--- config.mk ---
export PLATFORM = sky130hd
export DESIGN_NAME = wormhole_switch_allocator
export DESIGN_NICKNAME = d
export VERILOG_FILES = /design/src/rtl/wormhole_switch_allocator.sv
export SDC_FILE = /design/constraint.sdc
export NUM_CORES = 1
export LEC_CHECK = 0
export ABC_CLOCK_PERIOD_IN_PS = 10400
export CAP_MARGIN = 20
export CORE_MARGIN = 4
export CORE_UTILIZATION = 63
export DETAILED_ROUTE_END_ITERATION = 8
export GPL_TIMING_DRIVEN = 0
export PLACE_DENSITY_LB_ADDON = 0.12
export SLEW_MARGIN = 20
export SYNTH_ARGS = -nofsm -noshare
export SYNTH_HDL_FRONTEND = slang
export SYNTH_SLANG_ARGS = --single-unit
--- constraint.sdc ---
create_clock -name clk_i -period 10.4 [get_ports clk_i]
set_clock_uncertainty 0.15 [all_clocks]
set_input_delay 2.08 -clock clk_i [delete_from_list [all_inputs] [get_ports clk_i]]
set_output_delay 2.08 -clock clk_i [all_outputs]
set_load 0.02 [all_outputs]
--- src/rtl/wormhole_switch_allocator.sv ---
// Per-output round-robin switch allocator with wormhole locking: heads and singles
// arbitrate, and a head's winner keeps the output until its tail has crossed.
module wormhole_switch_allocator #(
    parameter int IN_N      = 5,
    parameter int OUT_M     = 5,
    parameter int FLIT_ID_W = 2
) (
    input  logic                                clk_i,
    input  logic                                rst_i,
    input  logic [IN_N-1:0]                     valid_i,
    input  logic [IN_N-1:0][FLIT_ID_W-1:0]      flit_id_i,
    input  logic [IN_N-1:0][OUT_M-1:0]          req_i,
    input  logic [OUT_M-1:0]                    out_rdy_i,
    output logic [OUT_M-1:0][IN_N-1:0]          sel_o,
    output logic [OUT_M-1:0]                    valid_o,
    output logic [IN_N-1:0]                     pop_o
);

    localparam int IDX_W = (IN_N > 1) ? $clog2(IN_N) : 1;
    typedef logic [IDX_W-1:0] idx_t;

    localparam logic [FLIT_ID_W-1:0] FID_SINGLE = FLIT_ID_W'(0);
    localparam logic [FLIT_ID_W-1:0] FID_HEAD   = FLIT_ID_W'(1);
    localparam logic [FLIT_ID_W-1:0] FID_TAIL   = FLIT_ID_W'(3);

    logic [OUT_M-1:0]          lock_vld_q, lock_vld_d;
    idx_t [OUT_M-1:0]          lock_src_q, lock_src_d;
    idx_t [OUT_M-1:0]          rr_ptr_q,   rr_ptr_d;

    logic [OUT_M-1:0][IN_N-1:0] cand;
    logic [OUT_M-1:0]           grant_vld;
    idx_t [OUT_M-1:0]           grant_idx;

    // Index arithmetic modulo IN_N, which need not be a power of two.
    function automatic idx_t wrap_idx(input idx_t base, input int offs);
        int sum;
        sum = int'(base) + offs;
        if (sum >= IN_N) begin
            sum = sum - IN_N;
        end
        return idx_t'(sum);
    endfunction

    // Only heads and singles may compete for an unlocked output.
    always_comb begin
        cand = '0;
        for (int m = 0; m < OUT_M; m++) begin
            for (int i = 0; i < IN_N; i++) begin
                cand[m][i] = valid_i[i] && req_i[i][m] &&
                             ((flit_id_i[i] == FID_HEAD) || (flit_id_i[i] == FID_SINGLE));
            end
        end
    end

    always_comb begin
        grant_vld = '0;
        grant_idx = '0;
        for (int m = 0; m < OUT_M; m++) begin
            for (int k = 0; k < IN_N; k++) begin
                if (!grant_vld[m] && cand[m][wrap_idx(rr_ptr_q[m], k)]) begin
                    grant_vld[m] = 1'b1;
                    grant_idx[m] = wrap_idx(rr_ptr_q[m], k);
                end
            end
        end
    end

    always_comb begin
        lock_vld_d = lock_vld_q;
        lock_src_d = lock_src_q;
        rr_ptr_d   = rr_ptr_q;
        sel_o      = '0;
        pop_o      = '0;
        for (int m = 0; m < OUT_M; m++) begin
            if (lock_vld_q[m]) begin
                if (valid_i[lock_src_q[m]] && out_rdy_i[m]) begin
                    sel_o[m][lock_src_q[m]] = 1'b1;
                    pop_o[lock_src_q[m]]    = 1'b1;
                    if (flit_id_i[lock_src_q[m]] == FID_TAIL) begin
                        lock_vld_d[m] = 1'b0;
                    end
                end
            end else if (out_rdy_i[m] && grant_vld[m]) begin
                sel_o[m][grant_idx[m]] = 1'b1;
                pop_o[grant_idx[m]]    = 1'b1;
                rr_ptr_d[m]            = wrap_idx(grant_idx[m], 1);
                if (flit_id_i[grant_idx[m]] == FID_HEAD) begin
                    lock_vld_d[m] = 1'b1;
                    lock_src_d[m] = grant_idx[m];
                end
            end
        end
        if (rst_i) begin
            sel_o = '0;
            pop_o = '0;
        end
    end

    always_comb begin
        valid_o = '0;
        for (int m = 0; m < OUT_M; m++) begin
            valid_o[m] = |sel_o[m];
        end
    end

    always_ff @(posedge clk_i) begin
        if (rst_i) begin
            lock_vld_q <= '0;
            lock_src_q <= '0;
            rr_ptr_q   <= '0;
        end else begin
            lock_vld_q <= lock_vld_d;
            lock_src_q <= lock_src_d;
            rr_ptr_q   <= rr_ptr_d;
        end
    end

endmodule

* Word-level counts from Yosys, hierarchy flattened *
Cells that the tools add are included.

storage, ports and cells
  register bits after elaboration = 35
  input port bits = 47
  output and inout port bits = 35
  word-level logic and storage cells = 538

operators by class
  add/sub/neg operators = 55
  $lt $le $gt $ge = 75
  equal/unequal tests = 15
  muxes and demuxes = 234
  bitwise gates (word level) = 13
  reduce and logical (&&, ||, !) cells = 135

operators with widths
  operator                                              count
  2-to-1 mux 3 bit                                      55
  < comparator 3 x 4 -> 1 bit (second input constant)   35
  2-to-1 mux 5 bit                                      28
  >= comparator 4 x 3 -> 1 bit (second input constant)  25
  binary-select mux 1 bit (select 3 bit)                30
  logical AND 1 bit                                     90
  2-to-1 mux 1 bit                                      90
  subtractor 3 bit (second input constant)              30
  binary-select mux 2 bit (select 3 bit)                10
  adder 3 x 1 -> 4 bit (second input constant)          10
  adder 3 x 2 -> 4 bit (second input constant)          10
  OR 5 bit                                              8
  demux 1 bit (select 3 bit)                            10
  >= comparator 3 x 1 -> 1 bit (second input constant)  10
  2-to-1 mux 25 bit                                     1
  OR reduction 5 bit                                    5
  adder 3 x 3 -> 4 bit (second input constant)          5
  equality test 2 x 1 -> 1 bit (second input constant)  10
  zero test 1 bit                                       20
  2-to-1 mux 2 bit                                      10
  >= comparator 3 bit (second input constant)           5
  AND reduction 3 bit                                   5
  equality test 2 bit (second input constant)           5
  zero test 2 bit                                       5
  3 further kinds                                       15

* Logic depth before layout (Yosys ltp) *
Gate-level depths: netlist of the first run.

  depth in word-level cells = 37
  mapped depth = 20
  mapped depth without buffers = 19

* Least setup slack after synthesis of the first run *
No wires, ideal clock.

  kind = input to output
  from = in valid_i[4]
  to = out pop_o[3]
  arrival = 4.992 ns
  required time = 8.170 ns
  setup slack = 3.178 ns
  cell stages on the path = 12
  path buffers = 1
  cells stage by stage = clkbuf_1 -> and2b_1 -> and2_1 -> nand3_1 -> a311oi_1 -> nor3_1 -> o32ai_1 -> a22oi_1 -> a21oi_1 -> a31oi_1 -> and2_0 -> a41oi_1

RTL lines
  item                line  source
  start: declaration  10    input logic [IN_N-1:0] valid_i,
  end: declaration    16    output logic [IN_N-1:0] pop_o

==> out/summary.md, run 1 <==
### Run status
- **outcome** finished, final reports clean

### Clock network
- **Post-CTS Repair Setup Buffers** 0
- **clock tree from TritonCTS** built
- **count of hold-fix buffers inserted at cts** 0
- **source-to-sink clock delay at the later pin of the worst-skew pair** 0.28 ns
- **TritonCTS Buffers** 5
- **maximum buffer depth of the clock tree** 2
- **number of sinks handled by clock tree synthesis** 35
- **Root Buffer Master** clkbuf_16
- **post-cts resize count** 0
- **maximum level of the CTS H-tree** 2
- **clock slew at reported path FFs** 0.06 ns

### Placement
- **# port buffers** 79
- **Placed Instances** 1,424
- **area of placed instances** 9412 um^2
- **routability-driven placement congestion ratio** 1.005
- **Detail Placement HPWL** 21.44 mm
- **worst-case setup slack after placement** 1.234 ns

### Floorplanning
- **standard-cell row count** 41
- **Core Footprint** 12,820 um^2
- **die outline height** 123.5 um
- **num ports** 82
- **DIE WIDTH** 123.5 um
- **Die Footprint** 15,250 um^2
- **effective utilization at floorplan** 0.6554

### Timing
- **final slew viol count** 0
- **Hold Violations, Final** 0
- **maximum operating frequency** 106.1 MHz
- **clock period minus final worst setup slack** 9.423 ns
- **count of endpoints failing setup in the final report** 0
- **period utilisation layout** 0.9061
- **slew at the pin closest to its max-slew limit** 0.9000 ns
- **unrepaired setup endpoints after global routing** no
- **post-layout worst setup margin** 0.9770 ns
- **max_slew headroom** 0.3845
- **Setup TNS Final** 0 ns

### Setup path
- **buffers and inverters on the worst path** 3
- **Setup Crit Path Kind** input port to output port
- **startpoint type of the worst setup path** input port
- **Crit Path Max Fanout** 10
- **cell family with the largest share of critical-path delay** compound AO/OA/AOI/OAI gates
- **kind of end point of the critical path** output port
- **largest stage delay on the critical path** 0.67 ns
- **cell chain of the critical path** clkdlybuf4s50_1, clkbuf_1, and2b_1, and2_1, nand3_1, a311oi_1, nor3_1, o32ai_1, a22oi_1, a21oi_1, a31oi_1, and2_1, a41oi_1, clkdlybuf4s50_1
- **arrival time at the worst endpoint** 7.19 ns
- **master of the slowest instance on the critical path** clkdlybuf4s50_1
- **Data required, critical path** 8.17 ns

### Drt
- **number of nets still failing antenna checks after routing** 0
- **DRT Pass-1 Iters** 8
- **initial detailed-routing violation count** 1,086
- **DRC violation count after routing** 0
- **Vias per Instance** 6.837
- **vias after detailed routing** 9,791
- **total wirelength of the detailed-routed design** 27.57 mm
- **wire per inst** 19.25 um

### Final layout
- **area occupied by registers** 700.7 um^2
- **Filler cells** 1,070
- **Finished Layout Cells** 1,432
- **post-route cell area** 9549 um^2
- **Area growth syn-to-layout** 13.61%
- **ratio of cells with drive above 1 in the final layout** 0.07302
- **area of combinational cells with multiple inputs** 7252 um^2
- **Core Util, Final** 0.7446
- **count of inserted antenna diode cells** 0
- **number of nets in the final layout** 1,360

### Yosys
- **number of synthesis warnings** 0
- **unique cell type count in the Yosys netlist** 105
- **most instantiated flip-flop cell in the synthesis netlist** dfxtp_1
- **Post-Syn Area** 8406 um^2
- **share of synthesized area occupied by flip-flops and latches** 0.08336
- **number of enable-type register cells in the synthesized netlist** 0
- **net count after synthesis** 1,274
- **most area-hungry cell type in the Yosys netlist** dfxtp_1
- **post-synthesis register bit count** 35
- **leading cell types by total area after synthesis** dfxtp_1, ha_1, mux2i_1
- **count of mapped cells out of synthesis** 1,173
- **top cell type's share of synthesized area** 0.08336
- **asr flop ratio synth** 0
- **average instance area after synthesis** 7.166 um^2

### Global route
- **number of antenna violations at the first check in global routing** 0
- **total routing resource utilization after global routing** 0.3506
- **total congestion overflow after global routing** 0
- **largest net degree at the start of global routing** 13
- **number of global-route vias before repair** 8,821
- **first-pass GRT wire length** 43.37 mm

### Power
- **Lkg Pwr** 3.687 nW
- **peak ir drop on the vdd network** 0.0002197 V
- **pwr dens** 278.8 nW/um^2

### Flow run
- **number of violations of the max-capacitance limit** 0

### Hold path
- **class of the most critical hold timing path** flip-flop to flip-flop

[area by class of cell]
class / instances / share of cell area
multi-input combinational: 1025 / 0.7594
timing repair buffer: 79 / 0.08281
sequential: 35 / 0.07338
buffer: 56 / 0.02503
tap: 172 / 0.02254
inverter: 57 / 0.02241
clock buffer: 7 / 0.01389
clock inverter: 1 / 0.0005241
[kinds of logic after synthesis]
kind of cell	Yosys count	synth area share
and+or+nand+nor	497	0.3258
muxes	78	0.1040
AOI/OAI and AO/OA	371	0.3220
xor gates and xnor gates	25	0.02605
adders and majority gates	54	0.08485
DFF	35	0.08336
buffers and inverters	113	0.05388
[Yosys cell counts (all sizes together) (35+ instances only)]
cell    count
ha         49
nor2      117
a21oi      76
inv        56
nor3       36
mux2i      57
o21ai      58
dfxtp      35
clkbuf     42
nand3      35
nand2      75
nor2b      43
[worst paths after layout]
path	to	cells after the start	startpoint	slack, ns
max	valid_o[0]	14	flit_id_i[9]	0.98
min	lock_vld_q[3]	2	lock_vld_q[3]	0.35
max reg2reg	lock_src_q[0]	16	rr_ptr_q[0]	5.10
min reg2reg	lock_vld_q[3]	2	lock_vld_q[3]	0.35
[stage by stage]
stage | hold slack, ns | power [W]
5_1_grt | 0.3565 | 0.002885
3_3_place_gp | 0.3212 | 0.002413
3_5_place_dp | 0.3313 | 0.002451
4_1_cts | 0.3393 | 0.002610
2_1_floorplan | 0.2989 | 0.001928
6_report | 0.3476 | 0.002662
[flip-flops by register name, summed over array words and instances, names as in the netlist]
signal      flops
rr_ptr_q       15
lock_src_q     15
lock_vld_q      5
[layer usage]
metal	global-route usage	vias to the layer above	part of all wire
li1	-	4606	-
met1	0.4656	4526	0.42
met2	0.5685	569	0.44
met3	0.06221	90	0.10
met4	0.1287	0	0.036
met5	0	-	0
[cell usage in the layout, fill, tap and decap left out, types with 26 or more instances in the layout]
| cell | netlist | layout |
|---|---|---|
| nand2b_1 | 26 | 26 |
| ha_1 | 49 | 49 |
| clkbuf_1 | 42 | 44 |
| nor2_1 | 115 | 115 |
| a21oi_1 | 72 | 72 |
| mux2i_1 | 57 | 57 |
| nor2b_1 | 42 | 42 |
| o21ai_0 | 58 | 58 |
| clkdlybuf4s50_1 | 0 | 79 |
| dfxtp_1 | 35 | 35 |
| nand2_1 | 75 | 75 |
| nor3_1 | 35 | 35 |
| nand3_1 | 35 | 35 |
| inv_1 | 54 | 54 |
[power breakdown]
part	switching (W)	internal, W
combinational	0.00137	0.000935
sequential	0.0000435	0.000170
clock	0.0000602	0.0000887
total	0.00147	0.00119
[worst reg2reg max path, stage by stage (launching register included)]
cell       delay [ns]
dfxtp_1          0.39
buf_2            0.22
inv_1            0.08
clkbuf_1         0.39
ha_1             0.27
inv_1            0.06
fa_1             0.43
o21ai_0          0.52
a22oi_1          0.21
a311oi_1         0.61
nor3_1           0.21
o32ai_1          0.37
a22oi_1          0.14
a21oi_1          0.52
and2_1           0.26
o2bb2ai_2        0.16
mux2i_1          0.23
(Power assumes the default switching activity.)
==> run 2: changes to the inputs <==
Settings changed: PLACE_DENSITY set to 0.93, PLACE_DENSITY_LB_ADDON 0.12 to unset.
==> out/summary.md, run 2 (synthesis results as in run 1) <==
### Final layout
- **area occupied by registers** 700.7 um^2, unchanged
- **count of inserted antenna diode cells** 0, unchanged
- **area of combinational cells with multiple inputs** 7252 um^2, unchanged
- **number of nets in the final layout** 1,360, unchanged
- **ratio of cells with drive above 1 in the final layout** 0.07387, +0.0008523
- **leading cell types in the layout, fill and taps excluded** nor2_1, clkdlybuf4s50_1, nand2_1
- **Finished Layout Cells** 1,431, -0.070%
- **Area growth syn-to-layout** 13.68%, about the same
- **Top Registers** lock_src_q x15, rr_ptr_q x15, lock_vld_q x5
- **commonest non-fill, non-tap cell in the layout** nor2_1
- **Filler cells** 971, -9.3%

### Placement
- **routability-driven placement congestion ratio** 1.025, +1.9%
- **# port buffers** 79, unchanged
- **Detail Placement HPWL** 21.37 mm, -0.30%
- **Placed Instances** 1,424, unchanged
- **worst-case setup slack after placement** 1.244 ns, +0.01064 ns

### Global route
- **total congestion overflow after global routing** 0, unchanged
- **first-pass GRT wire length** 44.57 mm, +2.8%
- **number of global-route vias before repair** 9,118, +3.4%
- **number of antenna violations at the first check in global routing** 0, unchanged
- **largest net degree at the start of global routing** 13, unchanged
- **total routing resource utilization after global routing** 0.3608, +0.01018

### Setup path
- **kind of end point of the critical path** output port
- **Crit Path Max Fanout** 10, unchanged
- **r2r worst-path depth** 18, +2
- **Data required, critical path** 8.17 ns, about the same
- **cell chain of the critical path** clkdlybuf4s50_1, clkbuf_1, and2b_1, and2_1, nand3_1, a311oi_1, nor3_1, o32ai_1, a22oi_1, a21oi_1, a31oi_1, and2_1, a41oi_1, clkdlybuf4s50_1
- **largest stage delay on the critical path** 0.68 ns, about the same
- **Setup Crit Path Kind** input port to output port
- **startpoint type of the worst setup path** input port
- **master of the slowest instance on the critical path** clkdlybuf4s50_1
- **arrival time at the worst endpoint** 7.19 ns, about the same

### Flow run
- **number of violations of the max-capacitance limit** 0, unchanged

### Drt
- **wire per inst** 19.70 um, +2.3%
- **DRC violation count after routing** 0, unchanged
- **initial detailed-routing violation count** 1,322, +22%
- **Vias per Instance** 7.077, +3.5%
- **number of nets still failing antenna checks after routing** 0, unchanged
- **vias after detailed routing** 10,130, +3.4%
- **total wirelength of the detailed-routed design** 28.19 mm, +2.2%
- **DRT Pass-1 Iters** 7, -1

### Clock network
- **maximum buffer depth of the clock tree** 2, unchanged
- **Root Buffer Master** clkbuf_16
- **number of sinks handled by clock tree synthesis** 35, unchanged
- **clock tree from TritonCTS** built
- **clock slew at reported path FFs** 0.05 ns, about the same
- **TritonCTS Buffers** 5, unchanged
- **source-to-sink clock delay at the later pin of the worst-skew pair** 0.29 ns, about the same
- **count of hold-fix buffers inserted at cts** 0, unchanged
- **maximum level of the CTS H-tree** 2, unchanged
- **Post-CTS Repair Setup Buffers** 0, unchanged
- **post-cts resize count** 0, unchanged

### Power
- **Total Power Consumption** 0.002710 W, +1.8%
- **Lkg Pwr** 3.692 nW, +0.13%
- **pwr dens** 283.6 nW/um^2, +1.7%
- **peak ir drop on the vdd network** 0.0001881 V, -14%

### Timing
- **clock period minus final worst setup slack** 9.422 ns, -0.001190 ns
- **final slew viol count** 0, unchanged
- **period utilisation layout** 0.9059, about the same
- **Hold WS** 0.3662 ns, +0.01860 ns
- **unrepaired setup endpoints after global routing** no
- **Hold Violations, Final** 0, unchanged
- **Setup TNS Final** 0 ns, unchanged
- **post-layout worst setup margin** 0.9782 ns, +0.001190 ns
- **count of endpoints failing setup in the final report** 0, unchanged
- **maximum operating frequency** 106.1 MHz, about the same
- **max_slew headroom** 0.4250, +0.04052
- **slew at the pin closest to its max-slew limit** 0.8408 ns, -0.05924 ns

### Floorplanning
- **num ports** 82, unchanged
- **standard-cell row count** 41, unchanged
- **Core Footprint** 12,820 um^2, unchanged
- **Die Footprint** 15,250 um^2, unchanged
- **DIE WIDTH** 123.5 um, unchanged
- **effective utilization at floorplan** 0.6554, unchanged
- **die outline height** 123.5 um, unchanged

### Hold path
- **hold path depth** 2, unchanged
- **class of the most critical hold timing path** flip-flop to flip-flop

### Run status
- **outcome** finished, final reports clean

run 2: final cells by class:
cell class / count / area share
clock buffers: 6 / 0.01453
clock inverters: 1 / 0.0005238
multi-input cells: 1025 / 0.7589
repair buffers: 79 / 0.08276
inverters: 57 / 0.02239
well taps: 172 / 0.02252
plain buffers: 56 / 0.02501
flip-flops and latches: 35 / 0.07333
run 2: per-layer routing:
layer / global-route usage / part of all wire
met2: 0.5573 / 0.42
met1: 0.4765 / 0.40
met5: 0 / 0
met3: 0.06542 / 0.12
met4: 0.1931 / 0.056
run 2: stage by stage:
stage               utilization  cell area [um^2]
finish                   0.7451              9555
global route             0.7451              9555
floorplan                     -              8406
CTS                      0.7451              9555
global placement         0.7339              9412
detailed placement       0.7339              9412
run 2: path summary, 6_finish.rpt:
| check | startpoint | to | slack (ns) |
|---|---|---|---|
| max | flit_id_i[9] | valid_o[0] | 0.98 |
| min | lock_vld_q[3] | lock_vld_q[3] | 0.37 |
| max reg2reg | rr_ptr_q[6] | rr_ptr_q[7] | 5.22 |
| min reg2reg | lock_vld_q[3] | lock_vld_q[3] | 0.37 |
run 2: critical path: cells and delay by family:
| kind | cells | cell delay (ns) |
|---|---|---|
| compound gates | 6 | 2.27 |
| buf+inv | 3 | 1.41 |
| simple gates | 5 | 1.41 |
run 2: where the power goes:
group	switching [W]	internal [W]	leakage [nW]
combinational	0.00141	0.000936	3.33
sequential	0.0000413	0.000170	0.284
clock	0.0000630	0.0000937	0.0727
total	0.00151	0.00120	3.69
==> run 3: changes to the inputs <==
Settings changed: REMOVE_ABC_BUFFERS set to 1.
==> out/summary.md, run 3 (synthesis results as in run 1) <==
### Drt
- **total wirelength of the detailed-routed design** 26.79 mm, -5.0%
- **DRC violation count after routing** 1, +1
- **Vias per Instance** 7.065, -0.16%
- **wire per inst** 19.44 um, -1.3%
- **number of nets still failing antenna checks after routing** 0, unchanged
- **vias after detailed routing** 9,736, -3.9%
- **initial detailed-routing violation count** 1,358, +2.7%
- **DRT Pass-1 Iters** 8, +1

### Clock network
- **TritonCTS Buffers** 5, unchanged
- **post-cts resize count** 0, unchanged
- **maximum level of the CTS H-tree** 2, unchanged
- **clock slew at reported path FFs** 0.06 ns, about the same
- **count of hold-fix buffers inserted at cts** 0, unchanged
- **maximum buffer depth of the clock tree** 2, unchanged
- **number of sinks handled by clock tree synthesis** 35, unchanged
- **clock tree from TritonCTS** built
- **Post-CTS Repair Setup Buffers** 0, unchanged
- **Root Buffer Master** clkbuf_16
- **source-to-sink clock delay at the later pin of the worst-skew pair** 0.28 ns, about the same

### Setup path
- **Setup Crit Path Kind** input port to output port
- **Crit Path Max Fanout** 10, unchanged
- **largest stage delay on the critical path** 0.86 ns, +0.18 ns
- **arrival time at the worst endpoint** 7.41 ns, +0.22 ns
- **master of the slowest instance on the critical path** clkdlybuf4s50_1
- **cell chain of the critical path** clkdlybuf4s50_1, nor2b_1, and2_1, a21oi_1, o32ai_1, nor3_1, nand2_1, o311a_1, or3b_1, a2bb2oi_1, and2_1, a41oi_1, clkdlybuf4s50_1
- **startpoint type of the worst setup path** input port
- **kind of end point of the critical path** output port
- **r2r worst-path depth** 16, -2
- **Data required, critical path** 8.17 ns, about the same

### Timing
- **Hold WS** 0.3347 ns, -0.03150 ns
- **final slew viol count** 0, unchanged
- **Hold Violations, Final** 0, unchanged
- **clock period minus final worst setup slack** 9.640 ns, +0.2184 ns
- **unrepaired setup endpoints after global routing** no
- **Setup TNS Final** 0 ns, unchanged
- **period utilisation layout** 0.9269, +0.02100
- **max_slew headroom** 0.3822, -0.04279
- **slew at the pin closest to its max-slew limit** 0.9248 ns, +0.08402 ns
- **maximum operating frequency** 103.7 MHz, -2.3%
- **count of endpoints failing setup in the final report** 0, unchanged

### Final layout
- **number of nets in the final layout** 1,307, -3.9%
- **commonest non-fill, non-tap cell in the layout** nor2_1
- **Top Registers** lock_src_q x15, rr_ptr_q x15, lock_vld_q x5
- **ratio of cells with drive above 1 in the final layout** 0.06799, -0.005875
- **leading cell types in the layout, fill and taps excluded** nor2_1, clkdlybuf4s50_1, nand2_1
- **Area growth syn-to-layout** 11.51%
- **count of inserted antenna diode cells** 0, unchanged

### Power
- **pwr dens** 282.7 nW/um^2, -0.30%
- **Lkg Pwr** 3.597 nW, -2.6%
- **peak ir drop on the vdd network** 0.0002225 V, +18%

### Floorplanning
- **Core Footprint** 12,820 um^2, unchanged
- **standard-cell row count** 41, unchanged
- **effective utilization at floorplan** 0.6554, unchanged
- **die outline height** 123.5 um, unchanged
- **num ports** 82, unchanged
- **Die Footprint** 15,250 um^2, unchanged
- **DIE WIDTH** 123.5 um, unchanged

### Global route
- **largest net degree at the start of global routing** 36, +23
- **met2 usage** 0.5454, -0.01189
- **number of global-route vias before repair** 8,821, -3.3%
- **met3 usage in global routing** 0.05444, -0.01098
- **most heavily used metal layer in global routing** met2
- **total congestion overflow after global routing** 0, unchanged
- **first-pass GRT wire length** 42.86 mm, -3.8%
- **met1 usage in global routing** 0.4617, -0.01480
- **number of antenna violations at the first check in global routing** 0, unchanged
- **total routing resource utilization after global routing** 0.3426, -0.01817

### Hold path
- **class of the most critical hold timing path** flip-flop to flip-flop
- **hold path depth** 2, unchanged

### Run status
- **outcome** finished with violations
- **failing checks** DRC

### Placement
- **Detail Placement HPWL** 19.92 mm, -6.8%
- **routability-driven placement congestion ratio** 0.9866, -3.7%
- **# port buffers** 81, +2.5%

### Flow run
- **number of violations of the max-capacitance limit** 0, unchanged

-- run 3: cell count changes in the layout (fill, tap and decap cells not counted), sizes merged --
cell / before / now
buf: 14 / 2
clkbuf: 48 / 6
clkdlybuf4s50: 79 / 80
bufinv: 0 / 1
clkinv: 2 / 1
-- run 3: layout make-up --
class                   instances  area (um^2)
flip-flops and latches         35        700.7
well taps                     172        215.2
repair buffers                 82        825.8
inverters                      57        214.0
clock buffers                   6        128.9
multi-input cells            1025         7258
clock inverters                 1        30.03
fillers                      1007         3452
-- run 3: worst max-delay path, delay by kind of cell --
| family | cells | cell delay [ns] |
|---|---|---|
| AOI/OAI and AO/OA | 5 | 1.69 |
| buffers and inverters | 2 | 1.56 |
| and+or+nand+nor | 6 | 2.06 |
-- run 3: metrics by stage --
| stage | utilization | area (um^2) | setup slack [ns] | power [W] | std cells |
|---|---|---|---|---|---|
| final | 0.7308 | 9373 | 0.7598 | 0.002650 | 1378 |
| after global routing | 0.7308 | 9373 | 0.6392 | 0.002871 | 1378 |
| after CTS | 0.7308 | 9373 | 0.9643 | 0.002592 | 1378 |
| after detailed placement | 0.7184 | 9214 | 1.011 | 0.002403 | 1371 |
| after global placement | 0.7168 | 9193 | 0.8716 | 0.002345 | 1370 |
| after floorplan | - | 8167 | 3.099 | 0.001886 | 1117 |
-- run 3: routing by layer --
| metal | part of all wire | vias up |
|---|---|---|
| met1 | 0.40 | 4482 |
| met2 | 0.44 | 622 |
| met5 | 0 | - |
| met4 | 0.044 | 0 |
| li1 | - | 4514 |
| met3 | 0.11 | 118 |
-- run 3: power by group --
part           leakage (nW)  total [W]  internal (W)  switching [W]
Clock                0.0769   0.000173      0.000112      0.0000608
Sequential            0.284   0.000263      0.000170      0.0000935
Combinational          3.24    0.00221      0.000911        0.00130
Total                  3.60    0.00265       0.00119        0.00146
-- run 3: final timing paths --
check | start | end | slack, ns
max reg2reg | rr_ptr_q[6] | rr_ptr_q[7] | 5.00
max | valid_i[1] | pop_o[0] | 0.76
min | lock_vld_q[3] | lock_vld_q[3] | 0.33
min reg2reg | lock_vld_q[3] | lock_vld_q[3] | 0.33
